`src/rtl/layer_link_pkg.sv`:
```
// Shared types and default constants for the layer-to-layer serial link receiver.
// Holds the link FSM state encoding, default word widths/count and the
// saturation limits used when narrowing at the default output width.
package layer_link_pkg;

    typedef enum logic [2:0] {
        IDLE   = 3'd0,
        SHIFT  = 3'd1,
        WAIT   = 3'd2,
        STREAM = 3'd3,
        FIN    = 3'd4
    } state_e;

    localparam int unsigned DEF_IN_WIDTH  = 20;
    localparam int unsigned DEF_OUT_WIDTH = 17;
    localparam int unsigned DEF_NPREV     = 30;
    localparam int unsigned DEF_CNT_WIDTH = 6;

    // Signed limits of a DEF_OUT_WIDTH-bit word (two's complement bit patterns)
    localparam logic [DEF_OUT_WIDTH-1:0] SAT_MAX = {1'b0, {(DEF_OUT_WIDTH-1){1'b1}}};
    localparam logic [DEF_OUT_WIDTH-1:0] SAT_MIN = {1'b1, {(DEF_OUT_WIDTH-1){1'b0}}};

endpackage

```
`src/rtl/sat_narrow.sv`:
```
// Combinational signed narrowing from IN_WIDTH to OUT_WIDTH bits (LSB-aligned).
// Build option: LAYER_LINK_SAT_EN -> clamp to the signed output range;
// otherwise keep the low OUT_WIDTH bits (wrap).
// Ports: din (IN_WIDTH, signed), dout_c (OUT_WIDTH, signed).
module sat_narrow #(
    parameter int unsigned IN_WIDTH  = 20,
    parameter int unsigned OUT_WIDTH = 17
) (
    input  logic [IN_WIDTH-1:0]  din,
    output logic [OUT_WIDTH-1:0] dout_c
);

`ifdef LAYER_LINK_SAT_EN
    localparam int unsigned HI_W = IN_WIDTH - OUT_WIDTH + 1;
    localparam logic [OUT_WIDTH-1:0] LIM_MAX = {1'b0, {(OUT_WIDTH-1){1'b1}}};
    localparam logic [OUT_WIDTH-1:0] LIM_MIN = {1'b1, {(OUT_WIDTH-1){1'b0}}};

    logic [HI_W-1:0] hi;

    // Value fits when the dropped bits plus the new sign bit are all equal
    always_comb begin
        hi = din[IN_WIDTH-1:OUT_WIDTH-1];
        if ((hi == '0) || (hi == '1)) begin
            dout_c = din[OUT_WIDTH-1:0];
        end else if (din[IN_WIDTH-1]) begin
            dout_c = LIM_MIN;
        end else begin
            dout_c = LIM_MAX;
        end
    end
`else
    logic unused_hi;

    assign unused_hi = ^din[IN_WIDTH-1:OUT_WIDTH];
    assign dout_c    = din[OUT_WIDTH-1:0];
`endif

endmodule

```
`src/rtl/layer_link_rx.sv`:
```
// Receiving end of an upstream layer's serial (PISO) output. Shifts NPREV words
// out of the upstream layer into a local buffer, starts the next layer, streams
// the narrowed words into it one per cycle (honouring next_hold), then pulses
// done and restarts the upstream layer.
// Build option: LAYER_LINK_SAT_EN selects saturating narrowing (see sat_narrow).
// Ports:
//   clk, rst (sync, active-high)
//   upstream : prev_finished, prev_sout, prev_transferred -> shift_out, restart_out
//   next     : next_ready, next_hold -> next_start, next_data, next_valid
//   status   : done (pulse), underrun_err (sticky until rst)
module layer_link_rx #(
    parameter int unsigned IN_WIDTH  = layer_link_pkg::DEF_IN_WIDTH,
    parameter int unsigned OUT_WIDTH = layer_link_pkg::DEF_OUT_WIDTH,
    parameter int unsigned NPREV     = layer_link_pkg::DEF_NPREV,
    parameter int unsigned CNT_WIDTH = layer_link_pkg::DEF_CNT_WIDTH
) (
    input  logic                 clk,
    input  logic                 rst,
    input  logic                 prev_finished,
    input  logic [IN_WIDTH-1:0]  prev_sout,
    input  logic                 prev_transferred,
    output logic                 shift_out,
    output logic                 restart_out,
    input  logic                 next_ready,
    input  logic                 next_hold,
    output logic                 next_start,
    output logic [OUT_WIDTH-1:0] next_data,
    output logic                 next_valid,
    output logic                 done,
    output logic                 underrun_err
);
    import layer_link_pkg::*;

    localparam int unsigned DEPTH = 2 ** CNT_WIDTH;
    localparam logic [CNT_WIDTH-1:0] LAST_IDX = CNT_WIDTH'(NPREV - 1);

    state_e                state_q, state_d;
    logic                  shift_out_q, shift_out_d;
    logic                  restart_out_q, restart_out_d;
    logic                  next_start_q, next_start_d;
    logic                  next_valid_q, next_valid_d;
    logic [OUT_WIDTH-1:0]  next_data_q, next_data_d;
    logic                  done_q, done_d;
    logic                  underrun_err_q, underrun_err_d;
    logic [CNT_WIDTH-1:0]  wr_cnt_q, wr_cnt_d;
    logic [CNT_WIDTH-1:0]  rd_cnt_q, rd_cnt_d;
    logic                  buf_we;
    logic [IN_WIDTH-1:0]   buf_mem [DEPTH];
    logic [IN_WIDTH-1:0]   rd_word;
    logic [OUT_WIDTH-1:0]  narrow_c;

    // wr_cnt doubles as the fill level: entries never captured read as zero
    assign rd_word = (rd_cnt_q < wr_cnt_q) ? buf_mem[rd_cnt_q] : '0;

    sat_narrow #(
        .IN_WIDTH  (IN_WIDTH),
        .OUT_WIDTH (OUT_WIDTH)
    ) u_narrow (
        .din    (rd_word),
        .dout_c (narrow_c)
    );

    // Next-state and registered-output logic
    always_comb begin
        state_d        = state_q;
        shift_out_d    = shift_out_q;
        restart_out_d  = 1'b0;
        next_start_d   = 1'b0;
        next_valid_d   = 1'b0;
        next_data_d    = next_data_q;
        done_d         = 1'b0;
        underrun_err_d = underrun_err_q;
        wr_cnt_d       = wr_cnt_q;
        rd_cnt_d       = rd_cnt_q;
        buf_we         = 1'b0;

        case (state_q)
            IDLE: begin
                // restart_out_q high means upstream has not yet seen its restart
                if (prev_finished && !restart_out_q) begin
                    state_d     = SHIFT;
                    shift_out_d = 1'b1;
                    wr_cnt_d    = '0;
                end
            end
            SHIFT: begin
                if (prev_transferred && (wr_cnt_q < LAST_IDX)) begin
                    underrun_err_d = 1'b1;
                    shift_out_d    = 1'b0;
                    state_d        = WAIT;
                end else begin
                    buf_we   = 1'b1;
                    wr_cnt_d = wr_cnt_q + 1'b1;
                    if (wr_cnt_q == LAST_IDX) begin
                        shift_out_d = 1'b0;
                        state_d     = WAIT;
                    end
                end
            end
            WAIT: begin
                if (next_ready) begin
                    next_start_d = 1'b1;
                    rd_cnt_d     = '0;
                    state_d      = STREAM;
                end
            end
            STREAM: begin
                if (!next_hold) begin
                    next_valid_d = 1'b1;
                    next_data_d  = narrow_c;
                    rd_cnt_d     = rd_cnt_q + 1'b1;
                    if (rd_cnt_q == LAST_IDX) begin
                        state_d = FIN;
                    end
                end
            end
            FIN: begin
                done_d        = 1'b1;
                restart_out_d = 1'b1;
                state_d       = IDLE;
            end
            default: state_d = IDLE;
        endcase
    end

    // Control and output registers
    always_ff @(posedge clk) begin
        if (rst) begin
            state_q        <= IDLE;
            shift_out_q    <= 1'b0;
            restart_out_q  <= 1'b0;
            next_start_q   <= 1'b0;
            next_valid_q   <= 1'b0;
            next_data_q    <= '0;
            done_q         <= 1'b0;
            underrun_err_q <= 1'b0;
            wr_cnt_q       <= '0;
            rd_cnt_q       <= '0;
        end else begin
            state_q        <= state_d;
            shift_out_q    <= shift_out_d;
            restart_out_q  <= restart_out_d;
            next_start_q   <= next_start_d;
            next_valid_q   <= next_valid_d;
            next_data_q    <= next_data_d;
            done_q         <= done_d;
            underrun_err_q <= underrun_err_d;
            wr_cnt_q       <= wr_cnt_d;
            rd_cnt_q       <= rd_cnt_d;
        end
    end

    // Word buffer; contents are don't-care after reset
    always_ff @(posedge clk) begin
        if (buf_we) begin
            buf_mem[wr_cnt_q] <= prev_sout;
        end
    end

    assign shift_out    = shift_out_q;
    assign restart_out  = restart_out_q;
    assign next_start   = next_start_q;
    assign next_valid   = next_valid_q;
    assign next_data    = next_data_q;
    assign done         = done_q;
    assign underrun_err = underrun_err_q;

endmodule

```
`config.mk`:
```
export PLATFORM = sky130hd
export DESIGN_NAME = layer_link_rx
export DESIGN_NICKNAME = d
export VERILOG_FILES = /design/src/rtl/layer_link_pkg.sv /design/src/rtl/sat_narrow.sv /design/src/rtl/layer_link_rx.sv
export SDC_FILE = /design/constraint.sdc
export NUM_CORES = 1
export LEC_CHECK = 0
export ABC_CLOCK_PERIOD_IN_PS = 3130
export CAP_MARGIN = 10
export CORE_MARGIN = 3
export CORE_UTILIZATION = 40
export CTS_CLUSTER_DIAMETER = 150
export CTS_CLUSTER_SIZE = 12
export DETAILED_ROUTE_END_ITERATION = 8
export GPL_ROUTABILITY_DRIVEN = 0
export GPL_TIMING_DRIVEN = 0
export SYNTH_ARGS = -nofsm -noshare
export SYNTH_HDL_FRONTEND = slang
export SYNTH_HIERARCHICAL = 1
export SYNTH_SLANG_ARGS = --single-unit
```
`constraint.sdc`:
```
create_clock -name clk -period 3.13 [get_ports clk]
set_input_delay 0.626 -clock clk [delete_from_list [all_inputs] [get_ports clk]]
set_output_delay 0.626 -clock clk [all_outputs]
set_load 0.01 [all_outputs]
```
==> results of run 1 <==
through the flow:
stage          util (%)  instances
6_report          47.16       3960
4_1_cts           46.90       3960
3_3_place_gp      42.60       3744
3_5_place_dp      43.95       3825
5_1_grt           47.15       3959
2_1_floorplan         -       2223
power by group:
group          internal [mW]  switching [mW]  total [mW]
Clock                   6.02            5.22        11.2
Combinational          0.353           0.658        1.01
Sequential              16.6          0.0270        16.6
final cells by class:
cell class              count  area (um^2)
clock inverters             7        86.33
well taps                1476         1847
inverters                  10        37.54
plain buffers             158         1074
diodes                      1        2.502
repair buffers            131         1822
clock buffers             125         2703
multi-input cells         921        10510
fillers                  8889        57840
flip-flops and latches   1131        33530
worst max-delay path: stages, from the launching register on:
cell	delay [ns]
dfxtp_1	0.30
buf_2	0.20
nor2b_1	0.19
buf_2	0.24
buf_2	0.25
a22o_1	0.27
a221oi_2	0.36
o22ai_1	0.25
o41ai_2	0.59
buf_4	0.20
nand2_1	0.06
a21oi_1	0.14
what timing repair did:
item                                    in CTS  in global routing
endpoints found under the setup margin    1077                673
endpoints found under the hold margin        0                  0
gates resized for setup                     86                 69
setup buffers                                3                  2
pin swaps                                    1                  6
final timing paths:
| kind | from | endpoint | slack, ns |
|---|---|---|---|
| max | flip-flop | next_data[15]$_SDFFE_PP0P_ | -0.05 |
| min reg2reg | next_data[5]$_SDFFE_PP0P_ | next_data[5]$_SDFFE_PP0P_ | 0.47 |
| max reg2reg | flip-flop | next_data[15]$_SDFFE_PP0P_ | -0.05 |
| min | prev_sout[1] | buf_mem[62][1]$_DFFE_PP_ | 0.40 |
layer usage:
| layer | part of all wire (%) | up-vias | global-route usage [%] |
|---|---|---|---|
| li1 | - | 9513 | - |
| met1 | 43 | 11760 | 27.51 |
| met2 | 47 | 875 | 30.21 |
| met3 | 7.1 | 154 | 3.166 |
| met4 | 3.0 | 2 | 6.211 |
| met5 | 0.011 | - | 0 |
sequential cells by signal, summed over array words and instances, names as in the netlist, named ones only:
register and flops:
buf_mem 1088, next_data 17, next_start 1, wr_cnt_q 6
next_valid 1, underrun_err 1, rd_cnt_q 6, shift_out 1
state_q 3, done 1
==> flow_metrics.py, run 1 <==
metrics = {
    "run_status": {
        "status": "finished, violations left",
        "violations": "negative setup slack",
    },
    "grt": {
        "grt_pass1_vias": 22638,
        "grt_pass1_wl_mm": 160.5,
        "grt_max_degree": 65,
        "grt_usage_pct": 19.23,
        "antenna_found_initial": 4,
        "grt_overflow_total": 0,
    },
    "critical_path": {
        "r2r_cells": 11,
        "required_ns": 3.74,
        "cp-end-kind": "flip-flop",
        "path_max_fanout": 9,
        "cp.arrival_ns": 3.79,
        "path_class": "flip-flop to flip-flop",
        "start_kind": "flip-flop",
    },
    "timing": {
        "worstMarginPinSlew_ns": 0.9331,
        "drv_slew": 0,
        "hold_viol": 0,
        "min_period_ns": 3.179,
        "finalSetupViolCount": 2,
        "fmax_ghz": 0.3145,
        "slew_headroom_pct": 37.79,
        "clock_skew_ns": 0.03332,
        "tns_ns": -0.04922,
        "finalCritPeriodShare_pct": 101.6,
        "hold_slack_ns": 0.4028,
        "rsz0062_at_grt": "yes",
        "setup_slack_ns": -0.04919,
    },
    "cts": {
        "path_clk_slew_ns": 0.07,
        "cts_sinks": 1131,
        "cts_hold_buffers": 0,
        "clock_latency_ns": 0.69,
        "cts_buffers": 104,
        "cts.root.buffer_cell": "clkbuf_16",
        "cts_tree": "done",
        "cts_buffer_depth": 3,
        "htree_num_levels": 3,
    },
    "min_path": {
        "hold_depth": 1,
        "hp-class": "input port to flip-flop",
    },
    "final_layout": {
        "finalNetCount": 2493,
        "syn_to_final_growth_pct": 16.44,
        "final_cell_mix": "edfxtp_1 (1088), mux2i_1 (268), mux4_2 (170)",
        "fin_area_um2": 51620,
        "final_common_cell": "edfxtp_1",
        "drive_gt1_share_pct": 25.82,
    },
    "power": {
        "peakVddDrop_uv": 442.6,
        "p_per_area_nw_per_um2": 559.6,
        "totalPowerFinal_mw": 28.88,
        "leakage_nw": 15.33,
    },
    "die": {
        "ios": 49,
        "dieArea_um2": 114900,
        "core_um2": 109500,
        "die_h_um": 338.9,
        "core.rowCount": 121,
        "start_util_pct": 40.50,
        "fp.dieW_um": 338.9,
    },
    "synth": {
        "syn-cell-area_um2": 44330,
        "synth_area_per_cell_um2": 19.94,
        "netlist_instances": 2223,
        "yosys_warnings": 6,
        "syn-num-nets": 2259,
    },
    "place": {
        "pre_cts_slack_ns": -0.9157,
        "dp_hpwl_mm": 77.19,
        "placed_area_um2": 48110,
        "portBuffers": 45,
    },
    "detailed_routing": {
        "vias_per_cell": 5.632,
        "routed_wirelength_mm": 111.4,
        "wl_per_cell_um": 28.13,
        "final_antenna_net_count": 0,
        "firstDrtPassIters": 6,
        "drt_iter0_drc": 2496,
        "via_count": 22304,
        "drc_errors": 0,
    },
    "flow_run": {
        "drv_cap": 0,
    },
}
No activity file was read; power rests on OpenSTA's default activity.
==> run 2, diff against run 1 <==
TNS_END_PERCENT = 30   (was default)
==> flow_metrics.py, run 2 (synthesis gave the netlist of run 1 again) <==
metrics = {
    "critical_path": {
        "r2r_cells": 11,
        "path_max_fanout": 10,
        "crit_cells": 11,
        "cp_top_family": "compound AO/OA/AOI/OAI gates",
        "cp-end-kind": "flip-flop",
        "required_ns": 3.67,
        "crit_slowest_cell": "mux4_2",
        "critical_path.max_stage_delay_ns": 0.55,
        "crit_buf_inv": 4,
        "worstPathCellList": "buf_6, buf_8, buf_4, mux4_2, mux2i_1, o21ai_1, a22oi_2, o41ai_4, buf_4, nand2_1, a21oi_1",
        "cp.arrival_ns": 3.72,
        "path_class": "flip-flop to flip-flop",
        "path_common_cell": "buf_4",
        "start_kind": "flip-flop",
    },
    "cts": {
        "cts.root.buffer_cell": "clkbuf_16",
        "path_clk_slew_ns": 0.06,
        "htree_num_levels": 3,
        "cts_tree": "done",
        "cts_buffer_depth": 3,
        "cts_sinks": 1131,
        "clock_latency_ns": 0.69,
        "cts_buffers": 104,
    },
    "final_layout": {
        "final_common_cell": "edfxtp_1",
        "utilization_pct": 47.13,
        "regMostFlops": "buf_mem",
        "final_cell_mix": "edfxtp_1 (1088), mux2i_1 (272), mux4_2 (170)",
        "drive_gt1_share_pct": 25.41,
        "syn_to_final_growth_pct": 16.37,
        "finalNetCount": 2497,
        "stdcell_count": 3964,
        "largest_reg_flops": 1088,
    },
    "timing": {
        "rsz0062_at_grt": "yes",
        "fmax_ghz": 0.3144,
        "finalSetupViolCount": 3,
        "hold_viol": 0,
        "clock_skew_ns": 0.03050,
        "setup_slack_ns": -0.05067,
        "min_period_ns": 3.181,
        "worstMarginPinSlew_ns": 0.9440,
        "tns_ns": -0.07407,
        "drv_slew": 0,
        "finalCritPeriodShare_pct": 101.6,
        "slew_headroom_pct": 37.07,
    },
    "power": {
        "totalPowerFinal_mw": 28.90,
        "pwr-share-comb_pct": 3.5,
        "p_per_area_nw_per_um2": 560.3,
        "p_int_mw": 22.98,
        "p_clk_share_pct": 38.9,
        "swShare_pct": 20.49,
        "p_seq_share_pct": 57.6,
        "p_sw_mw": 5.922,
        "leakage_nw": 15.33,
        "peakVddDrop_uv": 445.1,
    },
    "die": {
        "core_um2": 109500,
        "core.rowCount": 121,
        "dieArea_um2": 114900,
        "fp.dieW_um": 338.9,
        "start_util_pct": 40.50,
        "die_h_um": 338.9,
        "ios": 49,
    },
    "place": {
        "pre_cts_slack_ns": -0.9157,
        "dp.cells": 3825,
        "portBuffers": 45,
        "dp_hpwl_mm": 77.19,
    },
    "detailed_routing": {
        "vias_per_cell": 5.629,
        "routed_wirelength_mm": 111.4,
        "drt_iter0_drc": 2554,
        "final_antenna_net_count": 0,
        "wl_per_cell_um": 28.10,
        "firstDrtPassIters": 6,
        "drc_errors": 0,
        "via_count": 22315,
    },
    "run_status": {
        "violations": "negative setup slack",
        "status": "finished, violations left",
    },
    "min_path": {
        "min_from": "prev_sout[1]",
        "hold_depth": 1,
        "hp-class": "input port to flip-flop",
    },
    "grt": {
        "grt_max_degree": 65,
        "grt_pass1_wl_mm": 160.5,
        "grt_overflow_total": 0,
        "grt_pass1_vias": 22581,
        "grt_usage_pct": 19.22,
        "antenna_found_initial": 4,
    },
    "flow_run": {
        "drv_cap": 0,
    },
}
run 2: changes by cell type in the layout (fill, tap and decap cells not counted), moves of 3 or more:
cell	before	now
mux2i_1	268	272
buf_4	38	42
o41ai_4	8	11
buf_2	48	52
o21ai_2	3	0
o41ai_2	9	6
mux2i_2	4	0
nor2_2	26	31
nor2_4	38	33
clkbuf_4	8	2
run 2: per-stage QoR:
stage	hold WS, ns	cell area, um^2
2_1_floorplan	0.4696	44330
3_3_place_gp	0.4544	46620
3_5_place_dp	0.4551	48110
4_1_cts	0.3659	51280
5_1_grt	0.3973	51580
6_report	0.4018	51580
run 2: timing repair:
action,4_1_cts,5_1_grt
endpoints found under the setup margin,1077,811
hold buffers,0,0
pin swaps,3,4
buffers inserted,3,5
resized for setup,77,55
cloned,0,0
run 2: power groups by stage:
| stage | registers (mW) | clock network [mW] | logic [mW] |
|---|---|---|---|
| finish | 16.6 | 11.3 | 1.01 |
| global route | 16.6 | 12.0 | 1.07 |
| CTS | 16.6 | 11.5 | 0.995 |
| detailed placement | 17.0 | 0 | 0.969 |
| global placement | 17.0 | 0 | 0.889 |
| floorplan | 16.9 | 0 | 0.428 |
run 2: metal layers:
metal  track usage (%)  wire (um)  share of wire (%)  up-vias
li1                  -          -                  -     9520
met1             27.46      48080                 43    11786
met2             30.21      52510                 47      859
met5                 0         21              0.019        -
met3             3.150       7808                7.0      146
met4             6.257       2984                2.7        4
run 2: final cells by class:
| type | count | area, um^2 |
|---|---|---|
| antenna | 1 | 2.502 |
| buffer | 159 | 1072 |
| clock buffer | 125 | 2703 |
| clock inverter | 7 | 86.33 |
| fill | 8898 | 57880 |
| inverter | 10 | 37.54 |
| multi-input combinational | 921 | 10460 |
| sequential | 1131 | 33530 |
| tap | 1476 | 1847 |
| timing repair buffer | 134 | 1844 |
run 2: worst paths after layout:
path                                                  end  slack [ns]
worst min-delay path             buf_mem[62][1]$_DFFE_PP_        0.40
worst min register to register  next_data[5]$_SDFFE_PP0P_        0.46
worst max-delay path            next_data[9]$_SDFFE_PP0P_       -0.05
worst max register to register  next_data[9]$_SDFFE_PP0P_       -0.05
==> run 3, diff against run 2 <==
MAX_ROUTING_LAYER = met4   (was default)
==> flow_metrics.py, run 3 (synthesis gave the netlist of run 1 again) <==
metrics = {
    "detailed_routing": {
        "vias_per_cell": 5.621,
        "routed_wirelength_mm": 111.3,
        "drt_iter0_drc": 2438,
        "firstDrtPassIters": 5,
        "drc_errors": 0,
        "wl_per_cell_um": 28.08,
        "final_antenna_net_count": 0,
        "via_count": 22283,
    },
    "timing": {
        "tns_ns": -0.1068,
        "rsz0062_at_grt": "yes",
        "fmax_ghz": 0.3134,
        "slew_headroom_pct": 37.22,
        "worstMarginPinSlew_ns": 0.9416,
        "finalSetupViolCount": 4,
        "clock_skew_ns": 0.03035,
        "min_period_ns": 3.190,
        "hold_slack_ns": 0.4030,
        "hold_viol": 0,
        "finalCritPeriodShare_pct": 101.9,
        "drv_slew": 0,
        "setup_slack_ns": -0.06046,
    },
    "power": {
        "peakVddDrop_uv": 442.4,
        "p_per_area_nw_per_um2": 560.3,
        "leakage_nw": 15.33,
    },
    "grt": {
        "grt_pass1_wl_mm": 160.4,
        "antenna_found_initial": 4,
        "grt_max_degree": 65,
        "grt_overflow_total": 0,
        "grt_usage_pct": 19.80,
        "grt_pass1_vias": 22542,
    },
    "die": {
        "ios": 49,
        "core_um2": 109500,
        "die_h_um": 338.9,
        "fp.dieW_um": 338.9,
        "core.rowCount": 121,
        "dieArea_um2": 114900,
        "start_util_pct": 40.50,
    },
    "cts": {
        "cts_buffers": 104,
        "clock_latency_ns": 0.69,
        "cts.root.buffer_cell": "clkbuf_16",
        "htree_num_levels": 3,
        "cts_buffer_depth": 3,
        "cts_hold_buffers": 0,
        "cts_sinks": 1131,
        "cts_tree": "done",
        "path_clk_slew_ns": 0.06,
    },
    "place": {
        "dp_hpwl_mm": 77.19,
        "portBuffers": 45,
        "placed_area_um2": 48110,
    },
    "critical_path": {
        "required_ns": 3.67,
        "start_kind": "flip-flop",
        "path_class": "flip-flop to flip-flop",
        "path_max_fanout": 10,
        "cp.arrival_ns": 3.73,
        "cp-end-kind": "flip-flop",
    },
    "min_path": {
        "min_from": "prev_sout[1]",
        "hp-class": "input port to flip-flop",
    },
    "final_layout": {
        "final_common_cell": "edfxtp_1",
        "largest_reg_flops": 1088,
        "final_cell_mix": "edfxtp_1 (1088), mux2i_1 (271), mux4_2 (170)",
        "finalNetCount": 2496,
        "fin_area_um2": 51570,
        "syn_to_final_growth_pct": 16.33,
        "fillerInstances": 8903,
        "drive_gt1_share_pct": 25.58,
        "regMostFlops": "buf_mem",
    },
    "run_status": {
        "violations": "negative setup slack",
        "status": "finished, violations left",
    },
    "flow_run": {
        "drv_cap": 0,
    },
}
run 3: what timing repair did:
| item | 4_1_cts | 5_1_grt |
|---|---|---|
| setup buffers | 3 | 5 |
| resized for setup | 77 | 56 |
| endpoints found under the setup margin | 1077 | 820 |
| pin swaps | 3 | 4 |
| gates cloned | 0 | 0 |
run 3: final cells by class:
cell class | count | area, um^2 | share of cell area, %
Antenna cell | 2 | 5.005 | 0.009706
Sequential cell | 1131 | 33530 | 65.03
Clock inverter | 7 | 86.33 | 0.1674
Tap cell | 1476 | 1847 | 3.581
Multi-Input combinational cell | 921 | 10440 | 20.25
Inverter | 10 | 37.54 | 0.07279
Buffer | 158 | 1066 | 2.067
Timing Repair Buffer | 134 | 1844 | 3.577
Clock buffer | 125 | 2703 | 5.241
run 3: path summary, 6_finish.rpt:
| kind | to | slack [ns] | cells after the start |
|---|---|---|---|
| worst min-delay path | buf_mem[62][1]$_DFFE_PP_ | 0.40 | 1 |
| worst min register to register | next_data[5]$_SDFFE_PP0P_ | 0.46 | 2 |
| worst max register to register | next_data[9]$_SDFFE_PP0P_ | -0.06 | 11 |
| worst max-delay path | next_data[9]$_SDFFE_PP0P_ | -0.06 | 11 |
run 3: layer usage:
metal	routed length [um]	share of wire [%]	GRT usage [%]
met1	47360	43	27.38
met2	52410	47	30.40
met3	8555	7.7	3.194
met4	2959	2.7	5.957
met5	0	0	-
run 3: report_power, final:
group | leakage (nW) | total, mW | switching, mW | internal [mW]
Combinational | 3.84 | 1.01 | 0.654 | 0.355
Clock | 1.36 | 11.2 | 5.23 | 6.02
Sequential | 10.1 | 16.6 | 0.0272 | 16.6
run 3: stage by stage:
stage / cells / setup WS, ns / total power [mW] / util (%)
2_1_floorplan: 2223 / 0.3074 / 17.37 / -
3_3_place_gp: 3744 / -1.562 / 17.89 / 42.60
3_5_place_dp: 3825 / -0.9157 / 17.92 / 43.95
4_1_cts: 3960 / -0.1671 / 29.11 / 46.85
5_1_grt: 3963 / -0.09137 / 29.72 / 47.11
6_report: 3964 / -0.06046 / 28.89 / 47.11
run 3: worst max-delay path, stage by stage, from the launching register on:
cell and delay (ns):
dfxtp_1 0.32, buf_6 0.19, buf_8 0.20, buf_4 0.27
mux4_2 0.55, mux2i_1 0.31, o21ai_1 0.29, a22oi_2 0.41
o41ai_4 0.20, buf_4 0.17, nand2_1 0.05, a21oi_1 0.06
